## src/rtl/control_nivel_vehiculos.sv

```systemverilog
// Level controller for the vehicle stage: per-level shift strobe prescaler,
// level advance when the frog reaches the goal, sticky victory after the last level.
module control_nivel_vehiculos #(
    parameter int DATAWIDTH_CNT    = 26,
    parameter int DATAWIDTH_NVL    = 2,
    parameter int DATAWIDTH_ESTADO = 3,
    parameter int PERIODO_NV1      = 25_000_000,
    parameter int PERIODO_NV2      = 18_750_000,
    parameter int PERIODO_NV3      = 12_500_000,
    parameter int PERIODO_NV4      = 6_250_000,
    parameter logic [DATAWIDTH_ESTADO-1:0] ESTADO_INICIO = 3'b000,
    parameter logic [DATAWIDTH_ESTADO-1:0] ESTADO_JUEGO  = 3'b001
) (
    input  logic                        CNV_CLOCK,
    input  logic                        CNV_RESET,
    input  logic [DATAWIDTH_ESTADO-1:0] CNV_ESTADO_IN,
    input  logic                        CNV_META_IN,
    input  logic                        CNV_CHOQUE_IN,
    output logic [DATAWIDTH_NVL-1:0]    CNV_NV_OUT,
    output logic                        CNV_CN_OUT,
    output logic                        CNV_CARGA_OUT,
    output logic                        CNV_VICTORIA_OUT
);

    // state  | meaning
    // ESPERA | paused or new game; counter held
    // CORRE  | playing; prescaler running, CN on terminal count
    // CAMBIO | one-cycle level transition; lanes reloading
    // FIN    | last level completed; waits for a new game
    typedef enum logic [1:0] {ESPERA, CORRE, CAMBIO, FIN} fsm_t;

    localparam logic [DATAWIDTH_CNT-1:0] TC_NV1 = DATAWIDTH_CNT'(PERIODO_NV1 - 1);
    localparam logic [DATAWIDTH_CNT-1:0] TC_NV2 = DATAWIDTH_CNT'(PERIODO_NV2 - 1);
    localparam logic [DATAWIDTH_CNT-1:0] TC_NV3 = DATAWIDTH_CNT'(PERIODO_NV3 - 1);
    localparam logic [DATAWIDTH_CNT-1:0] TC_NV4 = DATAWIDTH_CNT'(PERIODO_NV4 - 1);
    localparam logic [DATAWIDTH_NVL-1:0] NV_ULTIMO = '1;

    fsm_t                     fsm, fsm_next;
    logic [DATAWIDTH_CNT-1:0] cnt, cnt_next;
    logic [DATAWIDTH_NVL-1:0] nivel, nivel_next;
    logic                     cn, cn_next;
    logic                     carga, carga_next;
    logic                     victoria, victoria_next;
    logic                     inicio_d;
    logic [DATAWIDTH_CNT-1:0] tc;
    logic                     es_inicio, es_juego;

    assign es_inicio = (CNV_ESTADO_IN == ESTADO_INICIO);
    assign es_juego  = (CNV_ESTADO_IN == ESTADO_JUEGO);

    always_comb begin
        tc = TC_NV4;
        case (nivel)
            DATAWIDTH_NVL'(0): tc = TC_NV1;
            DATAWIDTH_NVL'(1): tc = TC_NV2;
            DATAWIDTH_NVL'(2): tc = TC_NV3;
            default:           tc = TC_NV4;
        endcase
    end

    always_comb begin
        fsm_next      = fsm;
        cnt_next      = cnt;
        nivel_next    = nivel;
        cn_next       = 1'b0;
        carga_next    = 1'b0;
        victoria_next = victoria;
        if (es_inicio) begin
            // Reload pulse only on the first INICIO cycle, even if INICIO is held.
            fsm_next      = ESPERA;
            cnt_next      = '0;
            nivel_next    = '0;
            victoria_next = 1'b0;
            carga_next    = ~inicio_d;
        end else begin
            case (fsm)
                ESPERA: begin
                    if (es_juego)
                        fsm_next = CORRE;
                end
                CORRE: begin
                    if (!es_juego) begin
                        fsm_next = ESPERA;
                    end else if (CNV_CHOQUE_IN) begin
                        cnt_next = '0;
                    end else if (CNV_META_IN) begin
                        cnt_next = '0;
                        if (nivel == NV_ULTIMO) begin
                            fsm_next      = FIN;
                            victoria_next = 1'b1;
                        end else begin
                            fsm_next   = CAMBIO;
                            nivel_next = nivel + DATAWIDTH_NVL'(1);
                            carga_next = 1'b1;
                        end
                    end else if (cnt == tc) begin
                        cnt_next = '0;
                        cn_next  = 1'b1;
                    end else begin
                        cnt_next = cnt + DATAWIDTH_CNT'(1);
                    end
                end
                CAMBIO: begin
                    cnt_next = '0;
                    fsm_next = es_juego ? CORRE : ESPERA;
                end
                FIN: begin
                    cnt_next = '0;
                end
                default: begin
                    fsm_next = ESPERA;
                    cnt_next = '0;
                end
            endcase
        end
    end

    always_ff @(posedge CNV_CLOCK or posedge CNV_RESET) begin
        if (CNV_RESET) begin
            fsm      <= ESPERA;
            cnt      <= '0;
            nivel    <= '0;
            cn       <= 1'b0;
            carga    <= 1'b0;
            victoria <= 1'b0;
            inicio_d <= 1'b0;
        end else begin
            fsm      <= fsm_next;
            cnt      <= cnt_next;
            nivel    <= nivel_next;
            cn       <= cn_next;
            carga    <= carga_next;
            victoria <= victoria_next;
            inicio_d <= es_inicio;
        end
    end

    assign CNV_NV_OUT       = nivel;
    assign CNV_CN_OUT       = cn;
    assign CNV_CARGA_OUT    = carga;
    assign CNV_VICTORIA_OUT = victoria;

endmodule

```

## config.mk

```make
export PLATFORM = sky130hd
export DESIGN_NAME = control_nivel_vehiculos
export DESIGN_NICKNAME = d
export VERILOG_FILES = /design/src/rtl/control_nivel_vehiculos.sv
export SDC_FILE = /design/constraint.sdc
export NUM_CORES = 1
export LEC_CHECK = 0
export CORE_ASPECT_RATIO = 0.7
export CORE_MARGIN = 2
export CORE_UTILIZATION = 40
export CTS_BUF_LIST = sky130_fd_sc_hd__clkbuf_4
export DETAILED_ROUTE_END_ITERATION = 7
export GPL_TIMING_DRIVEN = 0
export HOLD_SLACK_MARGIN = 0.06
export PLACE_DENSITY_LB_ADDON = 0.05
export SLEW_MARGIN = 10
export SYNTH_ARGS = -nofsm -noshare
export SYNTH_HDL_FRONTEND = slang
export SYNTH_SLANG_ARGS = --single-unit
```

## constraint.sdc

```tcl
create_clock -name CNV_CLOCK -period 7.2 [get_ports CNV_CLOCK]
set_clock_uncertainty 0.05 [all_clocks]
set_input_delay 1.44 -clock CNV_CLOCK [delete_from_list [all_inputs] [get_ports CNV_CLOCK]]
set_output_delay 1.44 -clock CNV_CLOCK [all_outputs]
set_load 0.01 [all_outputs]
```

==> reports/summary.txt <==
Area after DPL: 2390 sq um
Die H: 66.04 um
Area of the multi-input gates: 1231 sq um
DP Worst Slack: 3416 ps
CP Capture Type: register
Length of the first detailed-routing pass in iterations: 4
Post-Route WL: 5237 um
Final max-slew violation count: 0
Register area share after synthesis: 0.3868
Required @ worst endpoint: 7420 ps
Num rows: 22
Commonest non-fill, non-tap cell in the layout: nand2_1
Mapped Area: 2200 sq um
Post-route ant nets: 0
Avg WL per Cell: 15.45 um
CP Launch Type: input pin
Area contributors post-synth: dfrtp_1 39%, nand3_1 7.5%, nand2_1 6.5%, ha_1 6.3%, o311ai_0 5.6%
Bufs on Longest Clock Path: 2
Synth Net Count: 269
R2R Setup Slk: 4570 ps
Critical path peak fanout: 10
Hold bufs inserted after CTS: 0
Diodes inserted: 0
Crit path cell chain: clkdlybuf4s50_1 > nor3_2 > nor4b_4 > nand2b_2 > a21o_1 > buf_6 > or4_1 > nand3_1
R2R Path End: cnt[23]$_DFFE_PP0P_
Port bufs: 10
Max-cap violations: 0
CTS Root Cell: clkbuf_4
Slowest cell on crit path: clkdlybuf4s50_1
Endpoint, Worst Hold: CNV_VICTORIA_OUT$_DFFE_PP0P_
Post-cts sizing count: 0
Asr flop ratio synth: 1.000
Vias in the first global route: 1,744
Placed cells: 333
Rel. slew slack: 0.5053
DR iter-0 viols: 141
Fin Setup TNS: 0 ps
TritonCTS Buffers: 5
Top-area cell type share of the netlist area: 0.3868
Seq. cell area: 850.8 sq um
Worst skew pair latency: 340 ps
Final period util: 0.4783
Data arrival time of the critical path: 3660 ps
Max Freq: 290.4 MHz
Global-route wire length before repair: 8983 um
Crit path time final: 3444 ps
Synth Register Bits: 34
CTS tree: done
VDD IR max: 0.1039 mV
Vias: 1,923
Fillers: 537
Layout cells sized above 1: 0.08614
Gr usage total: 0.1916
Area Overhead vs Synth: 10.52%
Initial Util: 0.4162
Cells after synthesis: 251
Vias/cell: 5.673
Setup bufs post-CTS: 0
Initial antenna violation count: 0
Fin nets: 286
Worst-path clk slew: 100 ps
Final setup margin: 3756 ps
Setup violators final: 0
Hold Startpoint: CNV_VICTORIA_OUT$_DFFE_PP0P_
Worst Hold Class: reg -> reg
WHS Path Cells: 2
Primary FF master, synth: dfrtp_1
Slew @ Worst Pin: 736.4 ps
Synth warn: 0
Final std cells w/o fill: 339
Synth cell types: 47
Overflow after GRT: 0
DP HPWL: 3782 um
Count of final hold-check violations: 0
Fin area: 2431 sq um
CP Class: in -> reg
Synth Area per Inst: 8.763 sq um
Synth area leader: dfrtp_1
Die width: 92.63 um
Leakage: 0.9951 nW
# DRC: 0
Status: completed
Die area: 6117 sq um
Clk sinks: 34
Routability Congestion: 0.8024
Largest net degree at the start of global routing: 35
Worst path max stage delay: 560 ps
Core area: 5285 sq um
RSZ-0062 raised after global routing: false
Commonest cells after routing, fill and taps aside: 38 x nand2_1, 34 x dfrtp_1, 33 x nand3_1, 14 x o311ai_0, 12 x nor2_1
Worst r2r src: CNV_NV_OUT[0]$_DFFE_PP0P_
Pwr dens: 167.4 nW/um^2
Reg2Reg Depth: 9
Number of flops mapped to enable cells by yosys: 0
H-tree Lvls: 2
Ports: 12
-- worst max-delay path by stage --
| stage | depth (start not counted) | startpoint | endpoint | slack, ps |
|---|---|---|---|---|
| floorplan | 8 | CNV_ESTADO_IN[0] | cnt[24]$_DFFE_PP0P_ | 4150 |
| global placement | 8 | CNV_ESTADO_IN[1] | cnt[25]$_DFFE_PP0P_ | 3390 |
| detailed placement | 8 | CNV_ESTADO_IN[2] | cnt[25]$_DFFE_PP0P_ | 3420 |
| CTS | 8 | CNV_ESTADO_IN[1] | cnt[25]$_DFFE_PP0P_ | 3760 |
| global route | 8 | CNV_ESTADO_IN[2] | cnt[25]$_DFFE_PP0P_ | 3660 |
| finish | 8 | CNV_ESTADO_IN[1] | cnt[25]$_DFFE_PP0P_ | 3760 |
-- power breakdown --
| part | switching [W] | total [W] | internal, W |
|---|---|---|---|
| registers | 0.0000137 | 0.000213 | 0.000200 |
| logic | 0.0000609 | 0.0000985 | 0.0000375 |
| clock network | 0.0000618 | 0.0000952 | 0.0000334 |
-- through the flow --
step / utilization / power [W] / hold slack, ps
floorplan: - / 0.0002843 / 435.7
global placement: 0.4522 / 0.0003152 / 442.2
detailed placement: 0.4522 / 0.0003153 / 436.5
CTS: 0.4600 / 0.0004132 / 457.5
global route: 0.4600 / 0.0004350 / 490.9
finish: 0.4600 / 0.0004071 / 448.5
-- routing by layer --
metal / GRT usage / routed length, um / vias to the layer above
met3: 0.04105 / 248 / 2
li1: - / - / 963
met1: 0.2991 / 2883 / 916
met2: 0.2628 / 2074 / 42
met5: 0 / 0 / -
met4: 0.05147 / 30 / 0
-- cell families (layout without fill, tap and decap cells) --
group | Yosys count | count (layout) | synth area share
and+or+nand+nor | 132 | 132 | 0.3203
buffers and inverters | 23 | 39 | 0.05347
adders and majority gates | 11 | 11 | 0.06257
xor gates and xnor gates | 4 | 4 | 0.01593
DFF | 34 | 34 | 0.3868
AOI/OAI and AO/OA | 47 | 47 | 0.1610
-- cell usage after synthesis, drive strengths merged, types with 2 or more instances --
cell type  instances
nand2             38
dfrtp             34
inv               10
a31oi              4
buf                9
and3b              3
nand2b             3
nor2              13
o22ai              2
nand4              6
clkbuf             4
and4               3
o211ai             2
nor4b              2
or3                2
ha                11
o31ai              4
nand3             33
o21ai              8
nor3               9
or2                2
and3              10
a21oi              7
o311ai            14
or4                2
xor2               3
-- critical path, delay by kind of cell --
family	cells	cell delay [ps]
buffers and inverters	2	700
AO/OA/AOI/OAI	1	200
AND/OR/NAND/NOR	5	1330
-- area by class of cell --
type,instances,area share
sequential,34,0.3500
clock inverter,1,0.001544
timing repair buffer,10,0.04117
multi-input combinational,194,0.5064
buffer,13,0.03294
tap,72,0.03706
inverter,10,0.01544
clock buffer,5,0.01544
-- flip-flops by register name, summed over array words and instances, names as in the netlist --
name and flops:
CNV_CN_OUT 1, cnt 26, CNV_CARGA_OUT 1, fsm 2, inicio_d 1, CNV_VICTORIA_OUT 1
CNV_NV_OUT 2
No activity file was read; power rests on OpenSTA's default activity.
==> variant 1: new RTL, same flow settings <==
Put one more register stage on the output `CNV_NV_OUT`, cleared by the reset. The value now appears one clock later. The other outputs are not delayed to match.
--- a/src/rtl/control_nivel_vehiculos.sv
+++ b/src/rtl/control_nivel_vehiculos.sv
@@ -135,7 +135,13 @@
         end
     end
 
-    assign CNV_NV_OUT       = nivel;
+    always_ff @(posedge CNV_CLOCK or posedge CNV_RESET) begin
+        if (CNV_RESET) begin
+            CNV_NV_OUT <= '0;
+        end else begin
+            CNV_NV_OUT <= nivel;
+        end
+    end
     assign CNV_CN_OUT       = cn;
     assign CNV_CARGA_OUT    = carga;
     assign CNV_VICTORIA_OUT = victoria;
Behaviour: not the same (a bounded check fails within 4 cycles, from zero or initial values and one cycle with CNV_RESET high).
==> variant 1 against the unedited design <==
  * Critical path depth down 1
  * Global-route usage grew 1.2 points
  * Area after synthesis up 2.7%
  * Fmax is 6.2% lower
  * Worst setup slack lost 0.23 ns
  * Sequential power rose by 5%
  * Sequential cell count increased by 2
  * Total power rose by 4.8%
  * Routed wire length increased by 7.0%
  * Clock power grew 3.7%
  * Design area up 2.7%
  * Critical endpoint is now cnt[7]
==> variant 1: results <==
global_route:
  grt_util_met2: 0.271
  grt_first_pass_wirelength_mm: 9.69
  grt_util_met3: 0.0407
  grt_max_degree: 37
  number_of_global_route_vias_before_repair: 1832
  grt_util_met1: 0.329
  grt_use_total: 0.204
synthesis:
  synth.cells.most_frequent: "sky130_fd_sc_hd__dfrtp_1, sky130_fd_sc_hd__nand3_1, sky130_fd_sc_hd__nand2_1"
  synth_compound_gate_area_share: 0.138
  synth-adder-area-share: 0.0609
  synth.top_cells.by_area: "sky130_fd_sc_hd__dfrtp_1, sky130_fd_sc_hd__nand3_1, sky130_fd_sc_hd__ha_1, sky130_fd_sc_hd__nand2_1, sky130_fd_sc_hd__or3_1"
  post_synth_inst_count: 256
  muxShareOfSynthArea: 0.00997
  synth_sequential_area_ratio: 0.399
  synthDistinctLibCells: 45
drt:
  totalWireLength_mm: 5.60
  vias_per_cell: 5.72
  wl_met2_mm: 2.13
  first_pass_iters: 5
  initialDrtViolationCount: 102
  met3_wirelength_um: 207
  drt-met1-wl_mm: 3.21
  detailroute.via_count: 1969
final_layout:
  final_nets: 292
  non_clock_buffer_area_share: 0.0667
  sh_seq_area: 0.361
  nonClockBufferCount: 21
  multi_input_combinational_area_share: 0.508
  nMultiInputCombCells: 201
  drive_above_1_share: 0.0809
  nonClockInverterCount: 9
  num-fill-cells: 549
placed_design:
  placement.io_buffers: 11
  gp_congestion: 0.782
  dp.cells: 339
  postPlaceCellArea_um2: 2460
  dp_hpwl_mm: 4.07
setup_path:
  critPathArrivalTime_ns: 3.90
  capture_point_of_the_worst_reg_to_reg_path: "cnt[17]"
  crit-reg2reg-launch: "fsm[1]"
  setup.worst_path.start: "CNV_ESTADO_IN[0]"
  worstSetupEndpoint: "cnt[7]"
  r2r_slack_ns: 4.37
status:
  outcome: "finished, final reports clean"
clocking:
  htreeDepth: 2
worst_hold_path:
  launch_point_of_the_worst_hold_path: "nivel[1]"
  worstHoldPathCells: 0
power_and_ir_drop:
  clk-power_w: 0.0000987
  seq-power_w: 0.000223
  power_leakage_nw: 1.04
  max_vdd_drop_v: 0.000111
  netSwitchingPower_w: 0.000144
sta:
  tightest_slew_ns: 0.872
==> variant 1: worst max-delay path, cell delays in order <==
cell	delay, ns
sky130_fd_sc_hd__clkdlybuf4s50_1	0.62
sky130_fd_sc_hd__nor3_1	0.19
sky130_fd_sc_hd__nor4b_1	0.75
sky130_fd_sc_hd__nand2b_1	0.15
sky130_fd_sc_hd__clkbuf_1	0.25
sky130_fd_sc_hd__or3_1	0.38
sky130_fd_sc_hd__nand3_1	0.10
==> variant 1: through the flow <==
| stage | power [W] | hold slack [ns] | utilization | setup slack (ns) |
|---|---|---|---|---|
| floorplan | 0.000296 | 0.392 | - | 4.28 |
| global placement | 0.000331 | 0.449 | 0.460 | 3.12 |
| detailed placement | 0.000331 | 0.454 | 0.460 | 3.16 |
| CTS | 0.000432 | 0.477 | 0.467 | 3.54 |
| global route | 0.000453 | 0.493 | 0.467 | 3.23 |
| finish | 0.000427 | 0.473 | 0.467 | 3.53 |
==> variant 2: new RTL, config.mk and constraints unchanged <==
Without the edit above. Set the parameter `DATAWIDTH_ESTADO` to 4 (it was 3).
--- a/src/rtl/control_nivel_vehiculos.sv
+++ b/src/rtl/control_nivel_vehiculos.sv
@@ -3,7 +3,7 @@
 module control_nivel_vehiculos #(
     parameter int DATAWIDTH_CNT    = 26,
     parameter int DATAWIDTH_NVL    = 2,
-    parameter int DATAWIDTH_ESTADO = 3,
+    parameter int DATAWIDTH_ESTADO = 4,
     parameter int PERIODO_NV1      = 25_000_000,
     parameter int PERIODO_NV2      = 18_750_000,
     parameter int PERIODO_NV3      = 12_500_000,
Ports: changed (resized CNV_ESTADO_IN); port bits go from 12 to 13. The function was not compared with the original's and may differ.
==> variant 2 against the unedited design <==
  * Design area shrank 0.10%
  * Total power grew 15%
  * Routed wire length grew 2.0%
  * Synthesized cell count grew 0.40%
  * Area after synthesis shrank 1.5%
  * Fmax shrank 2.0%
  * Sequential cell count is the same
  * First-iteration DRC count shrank 30%
  * Worst setup slack lost 0.071 ns
  * Global-route usage grew 0.78 points
  * Critical path type unchanged
  * Sequential share of layout area is essentially flat
  * Count of clock-buffer cells in the layout grew 2
  * Utilization grew 0.44 points
==> variant 2: results <==
status:
  outcome: "finished, final reports clean"
global_route:
  grt_first_pass_wirelength_mm: 9.27
  grt_util_met3: 0.0413
  grt_util_met1: 0.313
  grt_use_total: 0.199
  number_of_global_route_vias_before_repair: 1775
setup_path:
  capture_point_of_the_worst_reg_to_reg_path: "cnt[21]"
  cp_slowest_cell: "sky130_fd_sc_hd__clkbuf_1"
  critPathArrivalTime_ns: 3.73
  r2r_slack_ns: 4.45
  worstSetupEndpoint: "cnt[14]"
  rr_worst_depth: 8
  crit_family: "buffers and inverters"
worst_hold_path:
  holdPathEnd: "cnt[12]"
final_layout:
  num-fill-cells: 534
  final_nets: 290
sta:
  final.setup.worst_slack_ns: 3.69
  timing.slew.headroom: 0.522
power_and_ir_drop:
  max_vdd_drop_v: 0.000106
  power_leakage_nw: 1.04
synthesis:
  synth_fp_nets: 271
  synth_sequential_area_ratio: 0.393
  xor_xnor_share_of_the_synthesized_area: 0.0162
  synthDistinctLibCells: 42
  synthesis.area_per_instance_um2: 8.59
  synth_compound_gate_area_share: 0.150
placed_design:
  placement.io_buffers: 12
  dp_hpwl_mm: 3.90
drt:
  met3_wirelength_um: 294
  initialDrtViolationCount: 99
  totalWireLength_mm: 5.34
  detailroute.via_count: 1858
[variant 2: cell families (layout without fill, tap and decap cells)]
| group | count (synthesis) | count (layout) |
|---|---|---|
| AND/OR/NAND/NOR | 110 | 110 |
| AO/OA/AOI/OAI | 54 | 54 |
| flip-flops | 34 | 34 |
| buffers and inverters | 25 | 44 |
| multiplexers | 14 | 14 |
| adder cells (fa/ha/maj) | 11 | 11 |
| XOR/XNOR | 4 | 4 |
[variant 2: cell type report]
class | count | area share
sequential | 34 | 0.350
clock buffer | 7 | 0.0216
tap | 72 | 0.0371
multi-input combinational | 193 | 0.500
inverter | 13 | 0.0201
buffer | 12 | 0.0211
timing repair buffer | 12 | 0.0495
[variant 2: power by group through the flow]
stage | Combinational [W] | Sequential (W) | Clock, W
after CTS | 0.000136 | 0.000225 | 0.000114
after global routing | 0.000157 | 0.000228 | 0.000124
after global placement | 0.000135 | 0.000229 | 0
after detailed placement | 0.000135 | 0.000229 | 0
final | 0.000135 | 0.000225 | 0.000109
after floorplan | 0.0000977 | 0.000225 | 0
